===== src/rtl/resp_fifo_writer_pkg.sv =====
// Shared encodings and default widths for the response FIFO writer.
package resp_fifo_writer_pkg;

    localparam int RESP_DATA_WIDTH = 8;
    localparam int RESP_ALU_WIDTH  = 2 * RESP_DATA_WIDTH;

    typedef enum logic [1:0] {
        ST_IDLE    = 2'd0,
        ST_RF_BYTE = 2'd1,
        ST_ALU_LO  = 2'd2,
        ST_ALU_HI  = 2'd3
    } resp_state_e;

    typedef enum logic {
        GNT_RF  = 1'b0,
        GNT_ALU = 1'b1
    } resp_grant_e;

endpackage


===== src/rtl/resp_fifo_writer_hold_slot.sv =====
// Single-entry holding register for one response source with drop detection.
module resp_hold_slot
    import resp_fifo_writer_pkg::*;
#(
    parameter int WIDTH = RESP_DATA_WIDTH
) (
    input  logic             CLK,
    input  logic             RST,
    input  logic [WIDTH-1:0] data,
    input  logic             valid,
    input  logic             free,
    output logic [WIDTH-1:0] held,
    output logic             full,
    output logic             ovf
);

    logic full_q;
    logic accept;

    // A slot being drained by its last byte this cycle can take a new value.
    assign accept = valid && (!full_q || free);
    assign ovf    = valid && full_q && !free;
    assign full   = full_q;

    always_ff @(posedge CLK or negedge RST) begin
        if (!RST) begin
            full_q <= 1'b0;
            held   <= '0;
        end else if (accept) begin
            full_q <= 1'b1;
            held   <= data;
        end else if (free) begin
            full_q <= 1'b0;
        end
    end

endmodule


===== src/rtl/resp_fifo_writer.sv =====
// Round-robin response scheduler feeding RF bytes and split ALU words into the TX FIFO.
// state     | meaning
// IDLE      | no write in progress, arbitrating between slots
// RF_BYTE   | writing the held register-file byte
// ALU_LO    | writing the ALU result low byte
// ALU_HI    | writing the ALU result high byte, then freeing the ALU slot
module resp_fifo_writer
    import resp_fifo_writer_pkg::*;
#(
    parameter int DATA_WIDTH = RESP_DATA_WIDTH,
    parameter int ALU_WIDTH  = 2 * DATA_WIDTH
) (
    input  logic                  CLK,
    input  logic                  RST,
    input  logic [DATA_WIDTH-1:0] RdData,
    input  logic                  RdData_valid,
    input  logic [ALU_WIDTH-1:0]  ALU_OUT,
    input  logic                  OUT_valid,
    input  logic                  FIFO_FULL,
    input  logic                  ERR_CLR,
    output logic [DATA_WIDTH-1:0] WR_DATA_FIFO,
    output logic                  WR_INC,
    output logic                  RF_HOLD_FULL,
    output logic                  ALU_HOLD_FULL,
    output logic                  RESP_IDLE,
    output logic                  OVF_ERR
);

    resp_state_e           state;
    resp_grant_e           last_grant;
    logic [DATA_WIDTH-1:0] rf_held;
    logic [ALU_WIDTH-1:0]  alu_held;
    logic                  rf_full, alu_full;
    logic                  rf_ovf, alu_ovf;
    logic                  rf_free, alu_free;

    assign rf_free  = (state == ST_RF_BYTE) && !FIFO_FULL;
    assign alu_free = (state == ST_ALU_HI) && !FIFO_FULL;

    resp_hold_slot #(.WIDTH(DATA_WIDTH)) u_rf_slot (
        .CLK   (CLK),
        .RST   (RST),
        .data  (RdData),
        .valid (RdData_valid),
        .free  (rf_free),
        .held  (rf_held),
        .full  (rf_full),
        .ovf   (rf_ovf)
    );

    resp_hold_slot #(.WIDTH(ALU_WIDTH)) u_alu_slot (
        .CLK   (CLK),
        .RST   (RST),
        .data  (ALU_OUT),
        .valid (OUT_valid),
        .free  (alu_free),
        .held  (alu_held),
        .full  (alu_full),
        .ovf   (alu_ovf)
    );

    // last_grant only moves on a contested grant, so uncontested traffic
    // does not disturb the alternation between simultaneous requests.
    always_ff @(posedge CLK or negedge RST) begin
        if (!RST) begin
            state      <= ST_IDLE;
            last_grant <= GNT_ALU;
        end else begin
            case (state)
                ST_IDLE: begin
                    if (rf_full && alu_full) begin
                        if (last_grant == GNT_ALU) begin
                            state      <= ST_RF_BYTE;
                            last_grant <= GNT_RF;
                        end else begin
                            state      <= ST_ALU_LO;
                            last_grant <= GNT_ALU;
                        end
                    end else if (rf_full) begin
                        state <= ST_RF_BYTE;
                    end else if (alu_full) begin
                        state <= ST_ALU_LO;
                    end
                end
                ST_RF_BYTE: if (!FIFO_FULL) state <= ST_IDLE;
                ST_ALU_LO:  if (!FIFO_FULL) state <= ST_ALU_HI;
                ST_ALU_HI:  if (!FIFO_FULL) state <= ST_IDLE;
                default:    state <= ST_IDLE;
            endcase
        end
    end

    always_ff @(posedge CLK or negedge RST) begin
        if (!RST) begin
            OVF_ERR <= 1'b0;
        end else if (rf_ovf || alu_ovf) begin
            OVF_ERR <= 1'b1;
        end else if (ERR_CLR) begin
            OVF_ERR <= 1'b0;
        end
    end

    always_comb begin
        WR_DATA_FIFO = '0;
        case (state)
            ST_RF_BYTE: WR_DATA_FIFO = rf_held;
            ST_ALU_LO:  WR_DATA_FIFO = alu_held[DATA_WIDTH-1:0];
            ST_ALU_HI:  WR_DATA_FIFO = alu_held[ALU_WIDTH-1:DATA_WIDTH];
            default:    WR_DATA_FIFO = '0;
        endcase
    end

    assign WR_INC        = (state != ST_IDLE) && !FIFO_FULL;
    assign RF_HOLD_FULL  = rf_full;
    assign ALU_HOLD_FULL = alu_full;
    assign RESP_IDLE     = (state == ST_IDLE) && !rf_full && !alu_full;

endmodule


===== config.mk =====
export PLATFORM = sky130hd
export DESIGN_NAME = resp_fifo_writer
export DESIGN_NICKNAME = d
export VERILOG_FILES = /design/src/rtl/resp_fifo_writer_pkg.sv /design/src/rtl/resp_fifo_writer_hold_slot.sv /design/src/rtl/resp_fifo_writer.sv
export SDC_FILE = /design/constraint.sdc
export NUM_CORES = 1
export LEC_CHECK = 0
export ABC_CLOCK_PERIOD_IN_PS = 1410
export CAP_MARGIN = 20
export CORE_MARGIN = 5
export CORE_UTILIZATION = 42
export CTS_CLUSTER_DIAMETER = 30
export DETAILED_ROUTE_END_ITERATION = 6
export PLACE_DENSITY = 0.83
export SLEW_MARGIN = 0
export SYNTH_ARGS = -nofsm -noshare
export SYNTH_HDL_FRONTEND = slang
export SYNTH_SLANG_ARGS = --single-unit

===== constraint.sdc =====
create_clock -name CLK -period 1.41 [get_ports CLK]
set_input_delay 0.141 -clock CLK [delete_from_list [all_inputs] [get_ports CLK]]
set_output_delay 0.141 -clock CLK [all_outputs]
set_load 0.05 [all_outputs]

==> flow_summary.toml <==
[timing]
skew_ns = 0.0335
fmax_mhz = 564
finalSetupViolations = 34
rsz0062_at_grt = "true"
finalHoldViolations = 0
tightest_slew_ns = 0.325
worst_slack_ns = -0.362
finalCritPeriodShare = 1.26
fin_crit_ns = 1.77
max-slew-margin-rel = 0.783
drv_slew = 0

[clocking]
cts-root-buf = "clkbuf_4"
clk-insertion-delay-late_ns = 0.36
cts_tree = "yes"
ctsHtreeMaxLevel = 2
holdBufCountCts = 0
cts_sinks = 30
cts-buffers-inserted = 5
cts_buffer_depth = 2
cts.clk_slew.worst_paths_ns = 0.12

[setup_path]
endpoint_kind = "output port"
arrival_ns = 1.63
critPathMaxFanout = 6
critical_path_class = "flip-flop to output port"
required_ns = 1.27
rrSetupSlack_ns = -0.15
r2r-start = "state[1]$_DFFE_PN0P_"
rr_endpoint = "u_alu_slot.held[10]$_DFFE_PN0P_"
rr_worst_depth = 5
start_kind = "flip-flop"

[global_routing]
antenna_found_initial = 0
grt-ovfl-total = 0
grt_pass1_vias = 1305
grt_use_total = 0.211
grt_max_degree = 31
grt_pass1_wl_mm = 6.84

[detailed_routing]
ant_nets = 0
dr.pass1.iters = 4
vias = 1124
drtIter0Drc = 56
drt-total-wl_mm = 4.42
drcViolationCount = 0
wl_per_cell_um = 20.4
viasPerCell = 5.18

[finish]
multi_input_area_sq_um = 788
layoutNonFillerInstCount = 217
fin_util = 0.737
diodes = 0
regArea_sq_um = 757
stdcell_area_sq_um = 2460
drive_above_1_share = 0.567
syn_to_final_growth_pct = 70.2
fin_nets = 200
nFillCells = 194

[power_and_ir_drop]
comb_power_share = 0.665
power_leakage_nw = 1.13
p_per_area_nw_per_um2 = 2700
p_sw_frac = 0.394
peakVddDrop_uv = 2200
p_seq_frac = 0.250
net-switching-power_mw = 2.61
intPower_mw = 4.02
clkPwrFrac = 0.085

[synthesis]
synth_area_sq_um = 1450
ys.flop_type = "dfrtp_1"
synth_top_family_by_area = "multiplexers"
synth_top_area_cell = "dfrtp_1"
synth_area_leaders = "dfrtp_1 (50%), mux2_2 (16%), mux2_4 (10%)"
synth_compound_area_frac = 0.102
synth-seq-cells = 30
synth-simple-area-share = 0.0545
synth_mux_area_frac = 0.275
synth-xor-area-share = 0.00606
yosysSeqAreaShare = 0.520
yosysWarningCount = 0
async_flop_share = 1.00
avgSynthCellArea_sq_um = 14.0
synth_top_area_frac = 0.502
yosys.area_share.adder = 0
syn_inst = 103
syn_nets = 133
synth_enable_flop_cells = 0
ys_types = 28

[flow_run]
maxCapViolations = 0

[placed_design]
dp_cells = 200
gp_congestion = 0.852
hpwl_mm = 2.69
io_buffer_count = 42
dpl-instance-area_sq_um = 2170

[floorplanning]
chipWidth_um = 68.7
ioPinCount = 43
start_util = 0.433
core_sq_um = 3340
die-height_um = 68.7
die_area_sq_um = 4710
num_rows = 21

[outcome]
violations = "setup timing"
status = "finished with violations"

[min_path]
hold_path_class = "input pin to async pin"
==> layout make-up <==
type                            instances  share of cell area
Sequential cell                        30               0.308
Clock buffer                            7              0.0224
Inverter                                6             0.00916
Multi-Input combinational cell         62               0.320
Timing Repair Buffer                   65               0.315
Clock inverter                          1             0.00203
Tap cell                               46              0.0234
==> per-layer routing <==
metal,vias up,wire length (um),GRT usage
met1,565,1840,0.248
met3,11,296,0.0729
met4,0,135,0.0868
met2,43,2150,0.349
met5,-,0,0
li1,505,-,-
==> critical path: stages, from the launching register on <==
cell and delay [ns]:
dfrtp_2 0.44, buf_4 0.15, mux2_2 0.33, a22o_2 0.24, buf_12 0.15
==> stage by stage <==
step / hold slack, ns / setup WS (ns) / total power [mW] / setup TNS [ns]
2_1_floorplan: -0.155 / -0.134 / 3.70 / -1.69
6_report: 0.140 / -0.362 / 6.63 / -5.37
3_3_place_gp: 0.474 / -0.193 / 5.17 / -4.78
3_5_place_dp: 0.486 / -0.215 / 5.25 / -5.43
5_1_grt: 0.149 / -0.403 / 6.87 / -6.64
4_1_cts: 0.156 / -0.363 / 6.51 / -5.67
==> worst max path at each step <==
| stage | start | endpoint | slack [ns] | cells after the start |
|---|---|---|---|---|
| 2_1_floorplan | u_alu_slot.full$_DFFE_PN0P_ | u_alu_slot.held[0]$_DFFE_PN0P_ | -0.13 | 4 |
| 3_3_place_gp | FIFO_FULL | u_alu_slot.held[10]$_DFFE_PN0P_ | -0.19 | 5 |
| 3_5_place_dp | FIFO_FULL | u_alu_slot.held[10]$_DFFE_PN0P_ | -0.21 | 5 |
| 4_1_cts | state[0]$_DFFE_PN0P_ | WR_DATA_FIFO[1] | -0.36 | 4 |
| 5_1_grt | state[0]$_DFFE_PN0P_ | WR_DATA_FIFO[7] | -0.40 | 4 |
| 6_report | state[0]$_DFFE_PN0P_ | WR_DATA_FIFO[7] | -0.36 | 4 |
==> power by group through the flow <==
stage                     Clock [mW]  Sequential (mW)  Combinational, mW
after floorplan                    0             1.55               2.16
after global placement             0             1.56               3.61
after detailed placement           0             1.59               3.66
after CTS                      0.560             1.61               4.34
after global routing           0.606             1.69               4.58
final                          0.565             1.66               4.41
==> synth_stat cells, drive strengths merged (2+ instances only) <==
library cell / number
dfrtp: 29
a22o: 8
inv: 6
o21ai: 2
buf: 3
a21boi: 2
mux2: 32
nor2: 3
nand2: 3
clkbuf: 2
==> registers in the layout, indices dropped and copies added (netlist names) <==
signal / count
OVF_ERR: 1
last_grant: 1
state: 2
u_alu_slot.full: 1
u_alu_slot.held: 16
u_rf_slot.full: 1
u_rf_slot.held: 8
==> kinds of logic after synthesis <==
logic type	after synthesis
simple gates	12
compound gates	17
flops	30
xor+xnor	1
mux	32
buf+inv	11
==> layout by cell type (no fill, tap or decap), types with 2 or more instances in the layout <==
master,count
clkdlybuf4s50_1,29
dfrtp_1,25
mux2_4,23
buf_12,15
buf_4,15
mux2_2,9
a22o_4,6
inv_1,5
clkbuf_4,5
buf_6,5
dfrtp_2,4
nor2_4,3
nand2_1,3
a22o_2,2
==> what timing repair did <==
item	in CTS	in global routing
pin swaps	4	6
resized for setup	32	5
endpoints found under the setup margin	34	35
setup buffers	8	4
cloned	1	0
hold endpoints to repair	0	0
No activity file was read; power rests on OpenSTA's default activity.
